File: config.mk
export PLATFORM = sky130hd
export DESIGN_NAME = branch_redirect_ctrl
export DESIGN_NICKNAME = d
export VERILOG_FILES = /design/src/rtl/cpu_pkg.sv /design/src/rtl/branch_cond_eval.sv /design/src/rtl/branch_redirect_ctrl.sv
export SDC_FILE = /design/constraint.sdc
export NUM_CORES = 1
export LEC_CHECK = 0
export BUFFER_PORTS_ARGS = -buffer_cell sky130_fd_sc_hd__buf_2
export CAP_MARGIN = 20
export CORE_MARGIN = 8
export CORE_UTILIZATION = 45
export DETAILED_ROUTE_END_ITERATION = 8
export PLACE_DENSITY = 0.74
export SKIP_CTS_REPAIR_TIMING = 1
export SLEW_MARGIN = 20
export SYNTH_ARGS = -nofsm -noshare
export SYNTH_HDL_FRONTEND = slang
export SYNTH_SLANG_ARGS = --single-unit
File: constraint.sdc
create_clock -name clk -period 3.6 [get_ports clk]
set_input_delay 0.18 -clock clk [delete_from_list [all_inputs] [get_ports clk]]
set_output_delay 0.18 -clock clk [all_outputs]
set_load 0.02 [all_outputs]
File: src/rtl/cpu_pkg.sv
// Shared branch-control definitions: funct3 codes and redirect FSM states.
// Imported by branch_cond_eval and branch_redirect_ctrl.
package cpu_pkg;

  localparam logic [2:0] F3_BEQ  = 3'b000;
  localparam logic [2:0] F3_BNE  = 3'b001;
  localparam logic [2:0] F3_BLT  = 3'b100;
  localparam logic [2:0] F3_BGE  = 3'b101;
  localparam logic [2:0] F3_BLTU = 3'b110;
  localparam logic [2:0] F3_BGEU = 3'b111;

  typedef enum logic [1:0] {
    IDLE     = 2'd0,
    REDIRECT = 2'd1,
    HOLD     = 2'd2
  } br_state_e;

endpackage

File: src/rtl/branch_cond_eval.sv
// Combinational branch condition from funct3 and ALU flags (Z/N/C/V).
// Ports: funct3, four flags in; cond (taken), illegal (funct3 010/011) out.
module branch_cond_eval
  import cpu_pkg::*;
(
  input  logic [2:0] funct3,
  input  logic       zero_flag,
  input  logic       sign_flag,
  input  logic       carry_flag,
  input  logic       overf_flag,
  output logic       cond,
  output logic       illegal
);

  always_comb begin
    cond    = 1'b0;
    illegal = 1'b0;
    unique case (funct3)
      F3_BEQ:  cond = zero_flag;
      F3_BNE:  cond = ~zero_flag;
      F3_BLT:  cond = sign_flag ^ overf_flag;
      F3_BGE:  cond = ~(sign_flag ^ overf_flag);
      // C is the no-borrow flag of a-b, so C=1 means a >= b unsigned
      F3_BLTU: cond = ~carry_flag;
      F3_BGEU: cond = carry_flag;
      default: illegal = 1'b1;
    endcase
  end

endmodule

File: src/rtl/branch_redirect_ctrl.sv
// EX-stage redirect sequencer: PC select/target, pipeline flushes, stats.
// Ports: clk/rst, stall, EX branch info + ALU flags in; pc_src, pc_target,
// flush_*, illegal_br, busy, br_count, taken_count out.
module branch_redirect_ctrl
  import cpu_pkg::*;
#(
  parameter int XLEN        = 32,
  parameter int EXTRA_FLUSH = 0,
  parameter int CNT_W       = 16
) (
  input  logic             clk,
  input  logic             rst,
  input  logic             stall,
  input  logic             ex_valid,
  input  logic             ex_branch,
  input  logic             ex_jump,
  input  logic [2:0]       ex_funct3,
  input  logic             zero_flag,
  input  logic             sign_flag,
  input  logic             carry_flag,
  input  logic             overf_flag,
  input  logic [XLEN-1:0]  ex_target,
  input  logic             clr_stats,
  output logic             pc_src,
  output logic [XLEN-1:0]  pc_target,
  output logic             flush_if_id,
  output logic             flush_id_ex,
  output logic             flush_ex_mem,
  output logic             illegal_br,
  output logic             busy,
  output logic [CNT_W-1:0] br_count,
  output logic [CNT_W-1:0] taken_count
);

  localparam logic [3:0]       HOLD_INIT = 4'(EXTRA_FLUSH);
  localparam logic [CNT_W-1:0] CNT_MAX   = '1;
  localparam logic [CNT_W-1:0] CNT_ONE   = CNT_W'(1);

  br_state_e  state, state_nxt;
  logic [3:0] hold_cnt, hold_nxt;
  logic       cond, illegal, take, capture;

  branch_cond_eval u_cond (
    .funct3     (ex_funct3),
    .zero_flag  (zero_flag),
    .sign_flag  (sign_flag),
    .carry_flag (carry_flag),
    .overf_flag (overf_flag),
    .cond       (cond),
    .illegal    (illegal)
  );

  // EX instructions seen outside IDLE are squashed
  assign capture = (state == IDLE) & ex_valid & ~stall;
  assign take    = ex_jump | (ex_branch & cond);
  assign busy    = (state != IDLE);

  always_comb begin
    state_nxt    = state;
    hold_nxt     = hold_cnt;
    pc_src       = 1'b0;
    flush_if_id  = 1'b0;
    flush_id_ex  = 1'b0;
    flush_ex_mem = 1'b0;
    unique case (state)
      IDLE: begin
        if (capture && take) state_nxt = REDIRECT;
      end
      REDIRECT: begin
        pc_src       = 1'b1;
        flush_if_id  = 1'b1;
        flush_id_ex  = 1'b1;
        flush_ex_mem = 1'b1;
        if (!stall) begin
          if (EXTRA_FLUSH == 0) begin
            state_nxt = IDLE;
          end else begin
            state_nxt = HOLD;
            hold_nxt  = HOLD_INIT;
          end
        end
      end
      HOLD: begin
        flush_if_id = 1'b1;
        if (!stall) begin
          hold_nxt = hold_cnt - 4'd1;
          if (hold_cnt == 4'd1) state_nxt = IDLE;
        end
      end
      default: state_nxt = IDLE;
    endcase
  end

  always_ff @(posedge clk or posedge rst) begin
    if (rst) begin
      state      <= IDLE;
      hold_cnt   <= 4'd0;
      pc_target  <= '0;
      illegal_br <= 1'b0;
    end else begin
      state      <= state_nxt;
      hold_cnt   <= hold_nxt;
      illegal_br <= capture & ex_branch & ~ex_jump & illegal;
      if (capture && take) pc_target <= ex_target;
    end
  end

  always_ff @(posedge clk or posedge rst) begin
    if (rst) begin
      br_count    <= '0;
      taken_count <= '0;
    end else if (clr_stats) begin
      br_count    <= '0;
      taken_count <= '0;
    end else if (capture) begin
      if (ex_branch && br_count != CNT_MAX)
        br_count <= br_count + CNT_ONE;
      if (take && taken_count != CNT_MAX)
        taken_count <= taken_count + CNT_ONE;
    end
  end

endmodule

==> results of run 1 <==
-- registers in the layout, summed over array words and instances, names as in the netlist --
signal	cells
br_count	16
pc_target	32
illegal_br	1
taken_count	16
state	1
-- where the power goes --
| part | leakage, nW | switching [mW] | internal (mW) |
|---|---|---|---|
| clock | 0.117 | 0.290 | 0.463 |
| sequential | 0.852 | 0.0464 | 0.838 |
| combinational | 0.969 | 0.254 | 0.175 |
-- worst reg2reg max path, stage by stage, from the launching register on --
cell,delay [ps]
dfrtp_1,420
ha_1,210
and4_1,260
nand3_1,230
o21bai_1,820
nor3b_1,130
mux2_2,310
-- metrics by stage --
stage,hold WS (ps),util (%)
finish,23.7,57.4
global route,38.9,57.4
CTS,28.7,57.4
detailed placement,398,53.9
global placement,392,53.9
floorplan,251,-
-- routing by layer --
layer	track usage, %	part of all wire [%]
met3	4.56	6.1
met1	16.8	40
met4	8.02	2.2
met5	0	0
met2	27.4	52
-- final cells by class --
type / instances / area [µm²] / area share [%]
multi-input combinational: 195 / 1450 / 35.6
timing repair buffer: 117 / 591 / 14.5
tap: 99 / 124 / 3.04
sequential: 66 / 1650 / 40.6
clock buffer: 10 / 128 / 3.13
inverter: 4 / 15.0 / 0.369
clock inverter: 6 / 115 / 2.83
-- placed cells by master (no fill, tap or decap), drive strengths merged, types with 8 or more instances in the layout --
master,n
dfrtp,66
xor2,8
mux2,37
buf,117
nand2,18
nor2,25
clkbuf,10
o31ai,10
a21oi,12
-- worst max path at each step --
stage              startpoint        endpoint  slack, ps  cells past startpoint
2_1_floorplan  taken_count[0]  taken_count[5]       1470                      7
3_3_place_gp   taken_count[0]  taken_count[5]       1230                      6
3_5_place_dp   taken_count[0]  taken_count[5]       1160                      6
4_1_cts        taken_count[0]  taken_count[5]       1140                      6
5_1_grt        taken_count[0]  taken_count[5]        880                      6
6_report       taken_count[0]  taken_count[5]       1110                      6
-- logic make-up after synthesis --
| logic type | share of synthesized area (%) |
|---|---|
| AO/OA/AOI/OAI | 9.54 |
| XOR/XNOR | 3.70 |
| adder cells (fa/ha/maj) | 0.779 |
| buffers and inverters | 3.58 |
| flip-flops | 51.4 |
| multiplexers | 13.6 |
| AND/OR/NAND/NOR | 17.4 |
==> impl_metrics.yaml, run 1 <==
setup_path:
  cp_max_fo: 16
  r2r_end: "taken_count[5]"
  cp-start-kind: "flop"
  cp-end-kind: "flop"
  path_cells: "ha_1 > and4_1 > nand3_1 > o21bai_1 > nor3b_1 > mux2_2"
  crit_buf_inv: 0
  r2r-start: "taken_count[0]"
  reg2reg_depth: 6
  r2r_setup_slack_ps: 1110
  crit_slowest_cell: "o21bai_1"
  cp_data_arrival_time_ps: 2720
  crit_required_ps: 3820
  worstSetupPathType: "flop to flop"
  cpPeakStageDelay_ps: 820
  critPathTopFamily: "compound AO/OA/AOI/OAI gates"
cts:
  cts_tree: "built"
  htree_levels: 3
  root_buffer: "clkbuf_8"
  clock_latency_ps: 330
  clk_pin_slew_ps: 80
  clock_sinks: 66
  numCtsBuffers: 9
  cts_buffer_depth: 2
die:
  start_util_pct: 45.2
  core_um2: 7100
  dieHeight_um: 100
  dieWidth_um: 100
  rows: 31
  io_pins: 116
  dieArea_um2: 10100
yosys:
  synth-edff-count: 0
  syn_nets: 330
  synth_area_leaders: "dfrtp_1, mux2_2, nor2_1, o31ai_1, xor2_1"
  post-synth-top-count-cell: "dfrtp_1"
  syn_inst: 282
  avgSynthCellArea_um2: 11.4
  netlist_area_um2: 3210
  synth_top_area_cell: "dfrtp_1"
  ys_top_cells_by_count: "dfrtp_1, mux2_2, nor2_1, nand2_1, a21oi_1"
  yosysSeqAreaShare_pct: 51.4
  ys_ff_latch: 66
  synth_top_area_share_pct: 51.4
  synthDistinctLibCells: 44
  ys.flop_type: "dfrtp_1"
  yosys_warnings: 0
  synthArstFlopShare_pct: 100
power:
  ir_drop_mv: 0.360
  total_power_mw: 2.07
  leakagePower_nw: 1.94
  power_density_nw_per_um2: 508
global_routing:
  first_global_vias: 2743
  antenna_found_initial: 0
  grt-ovfl-total: 0
  grt_max_degree: 42
  track_usage_pct: 15.7
  grt_pass1_wl_um: 12700
place:
  placed_cell_area_um2: 3830
  post-place-cells: 481
  post-place-ws_ps: 1160
  gp_congestion: 0.830
  port_buffers: 115
  place_hpwl_um: 5610
layout:
  drive_gt1_share_pct: 44.7
  final_area_um2: 4070
  n_antenna_cell: 0
  layout.nets: 441
  final_cells: 497
  fillCellCount: 638
  area_delta_synth_final_pct: 26.8
sta:
  finClkSkew_ps: 6.92
  slew_headroom_pct: 36.9
  rsz0062_at_grt: "no"
  fin_setup_tns_ps: 0
  layout_setup_ws_ps: 1110
  finalCritPeriodShare_pct: 69.3
  worst_pin_slew_ps: 945
  max_freq_mhz: 401
  setup_viol: 0
  maxSlewViolCount: 0
  fin_crit_ps: 2490
  hold_violations: 0
detailed_routing:
  drc: 0
  drt_iter0_markers: 84
  ant_nets: 0
  totalWireLength_um: 7610
  viasPerCell: 5.28
  wl_per_cell_um: 15.3
  vias: 2625
  drtPass1Iterations: 4
worst_hold_path:
  hold_path_class: "input port to async pin"
flow_run:
  cap_violations: 0
outcome:
  status: "completed"
No activity file was read; power rests on OpenSTA's default activity.
==> run 2, diff against run 1 <==
==> constraint.sdc (replaced) <==
create_clock -name clk -period 2.3 [get_ports clk]
set_input_delay 0.115 -clock clk [delete_from_list [all_inputs] [get_ports clk]]
set_output_delay 0.115 -clock clk [all_outputs]
set_load 0.02 [all_outputs]
==> run 2 against run 1 <==
Compared with the run above:
- critical path depth rose by 1
- highest routed layer unchanged
- first-iteration DRC count grew 27%
- worst hold slack got worse by 22 ps
- largest power group unchanged
- die area unchanged
- via count grew 2.6%
- maximum frequency grew 27%
- sequential cell count stayed put
==> impl_metrics.yaml, run 2 (synthesis gave the netlist of run 1 again) <==
setup_path:
  cp_data_arrival_time_ps: 2190
  crit_slowest_cell: "dfrtp_1"
  cp-start-kind: "flop"
  reg2reg_depth: 7
  crit_required_ps: 2520
  cpPeakStageDelay_ps: 420
  r2r_end: "taken_count[11]"
  cp-end-kind: "flop"
  r2r_setup_slack_ps: 330
  cp_max_fo: 7
  r2r-start: "taken_count[0]"
  path_cells: "ha_1 > and4_1 > nand3_1 > buf_4 > nor2_1 > nor4_1 > mux2_2"
  worstSetupPathType: "flop to flop"
die:
  start_util_pct: 45.2
  core_um2: 7100
  dieWidth_um: 100
  rows: 31
  dieArea_um2: 10100
  dieHeight_um: 100
  io_pins: 116
layout:
  area_delta_synth_final_pct: 34.2
  fillCellCount: 626
  final_cells: 521
  layout.nets: 465
  regMostFlops: "pc_target"
  utilization_pct: 60.7
  n_antenna_cell: 0
  largest_reg_flops: 32
  drive_gt1_share_pct: 43.6
  mostFrequentLayoutCells: "buf_2, dfrtp_1, mux2_2"
  final_common_cell: "buf_2"
  reg_top3: "pc_target: 32 flops, br_count: 16 flops, taken_count: 16 flops"
sta:
  finClkSkew_ps: 7.50
  setup_viol: 0
  slew_headroom_pct: 57.1
  fin_crit_ps: 1970
  rsz0062_at_grt: "no"
  fin_setup_tns_ps: 0
  hold_violations: 0
  worst_pin_slew_ps: 643
  finalCritPeriodShare_pct: 85.6
  maxSlewViolCount: 0
  max_freq_mhz: 508
  fin_hold_ws_ps: 1.60
cts:
  root_buffer: "clkbuf_8"
  clock_sinks: 66
  clk_pin_slew_ps: 80
  cts_tree: "built"
  clock_latency_ps: 340
  numCtsBuffers: 9
  htree_levels: 3
  cts_buffer_depth: 2
worst_hold_path:
  hold_path_startpoint: "ex_target[0]"
  min_path_cells: 2
  hold_path_class: "input port to flop"
  holdPathEnd: "pc_target[0]"
global_routing:
  antenna_found_initial: 0
  first_global_vias: 2781
  grt_pass1_wl_um: 12900
  grt_max_degree: 40
  track_usage_pct: 16.0
  grt-ovfl-total: 0
flow_run:
  cap_violations: 0
detailed_routing:
  wl_per_cell_um: 15.3
  ant_nets: 0
  vias: 2694
  drtPass1Iterations: 4
  viasPerCell: 5.17
  drc: 0
  drt_iter0_markers: 107
  totalWireLength_um: 7990
outcome:
  status: "completed"
place:
  post-place-cells: 487
  port_buffers: 115
  place_hpwl_um: 5680
  gp_congestion: 0.813
power:
  power_density_nw_per_um2: 761
  leakagePower_nw: 2.05
  ir_drop_mv: 0.507
  total_power_mw: 3.28
## run 2: cell count changes in the layout (fill, tap and decap cells not counted)
cell           before  now
buf_12              0    1
buf_4               2    7
dlygate4sd3_1       0   18
## run 2: per-layer routing
| layer | vias to the layer above | global-route usage, % | share of wire [%] |
|---|---|---|---|
| met5 | - | 0 | 0 |
| met1 | 1309 | 18.1 | 40 |
| met3 | 18 | 3.87 | 4.5 |
| li1 | 1302 | - | - |
| met4 | 0 | 7.44 | 2.3 |
| met2 | 65 | 27.7 | 54 |
## run 2: how the worst max path moves through the flow
stage	start	endpoint	cells past startpoint
3_3_place_gp	taken_count[0]	taken_count[11]	7
2_1_floorplan	taken_count[0]	taken_count[5]	7
3_5_place_dp	taken_count[0]	taken_count[11]	7
4_1_cts	taken_count[0]	taken_count[11]	7
5_1_grt	state[0]	taken_count[5]	6
6_report	taken_count[0]	taken_count[11]	7
## run 2: report_power, final
part           internal, mW  switching, mW  total, mW
clock                 0.724          0.460       1.18
combinational         0.301          0.408      0.709
sequential             1.31         0.0754       1.39
total                  2.34          0.944       3.28
## run 2: per-stage QoR
step / area, µm² / setup WS (ps)
detailed placement: 3890 / 327
global placement: 3890 / 364
CTS: 4130 / 313
global route: 4310 / 154
finish: 4310 / 331
floorplan: 3210 / 170
## run 2: cell type report
type	instances	area [µm²]	share of cell area, %
inverters	4	15.0	0.348
clock buffers	10	128	2.96
well taps	99	124	2.87
multi-input cells	195	1450	33.6
repair buffers	141	828	19.2
clock inverters	6	115	2.67
flip-flops and latches	66	1650	38.3
## run 2: worst max-delay path, delay by kind of cell (launching register included)
kind | cells | cell delay [ps]
adders and majority gates | 1 | 240
buffers and inverters | 1 | 150
DFF | 1 | 420
muxes | 1 | 370
and+or+nand+nor | 4 | 680
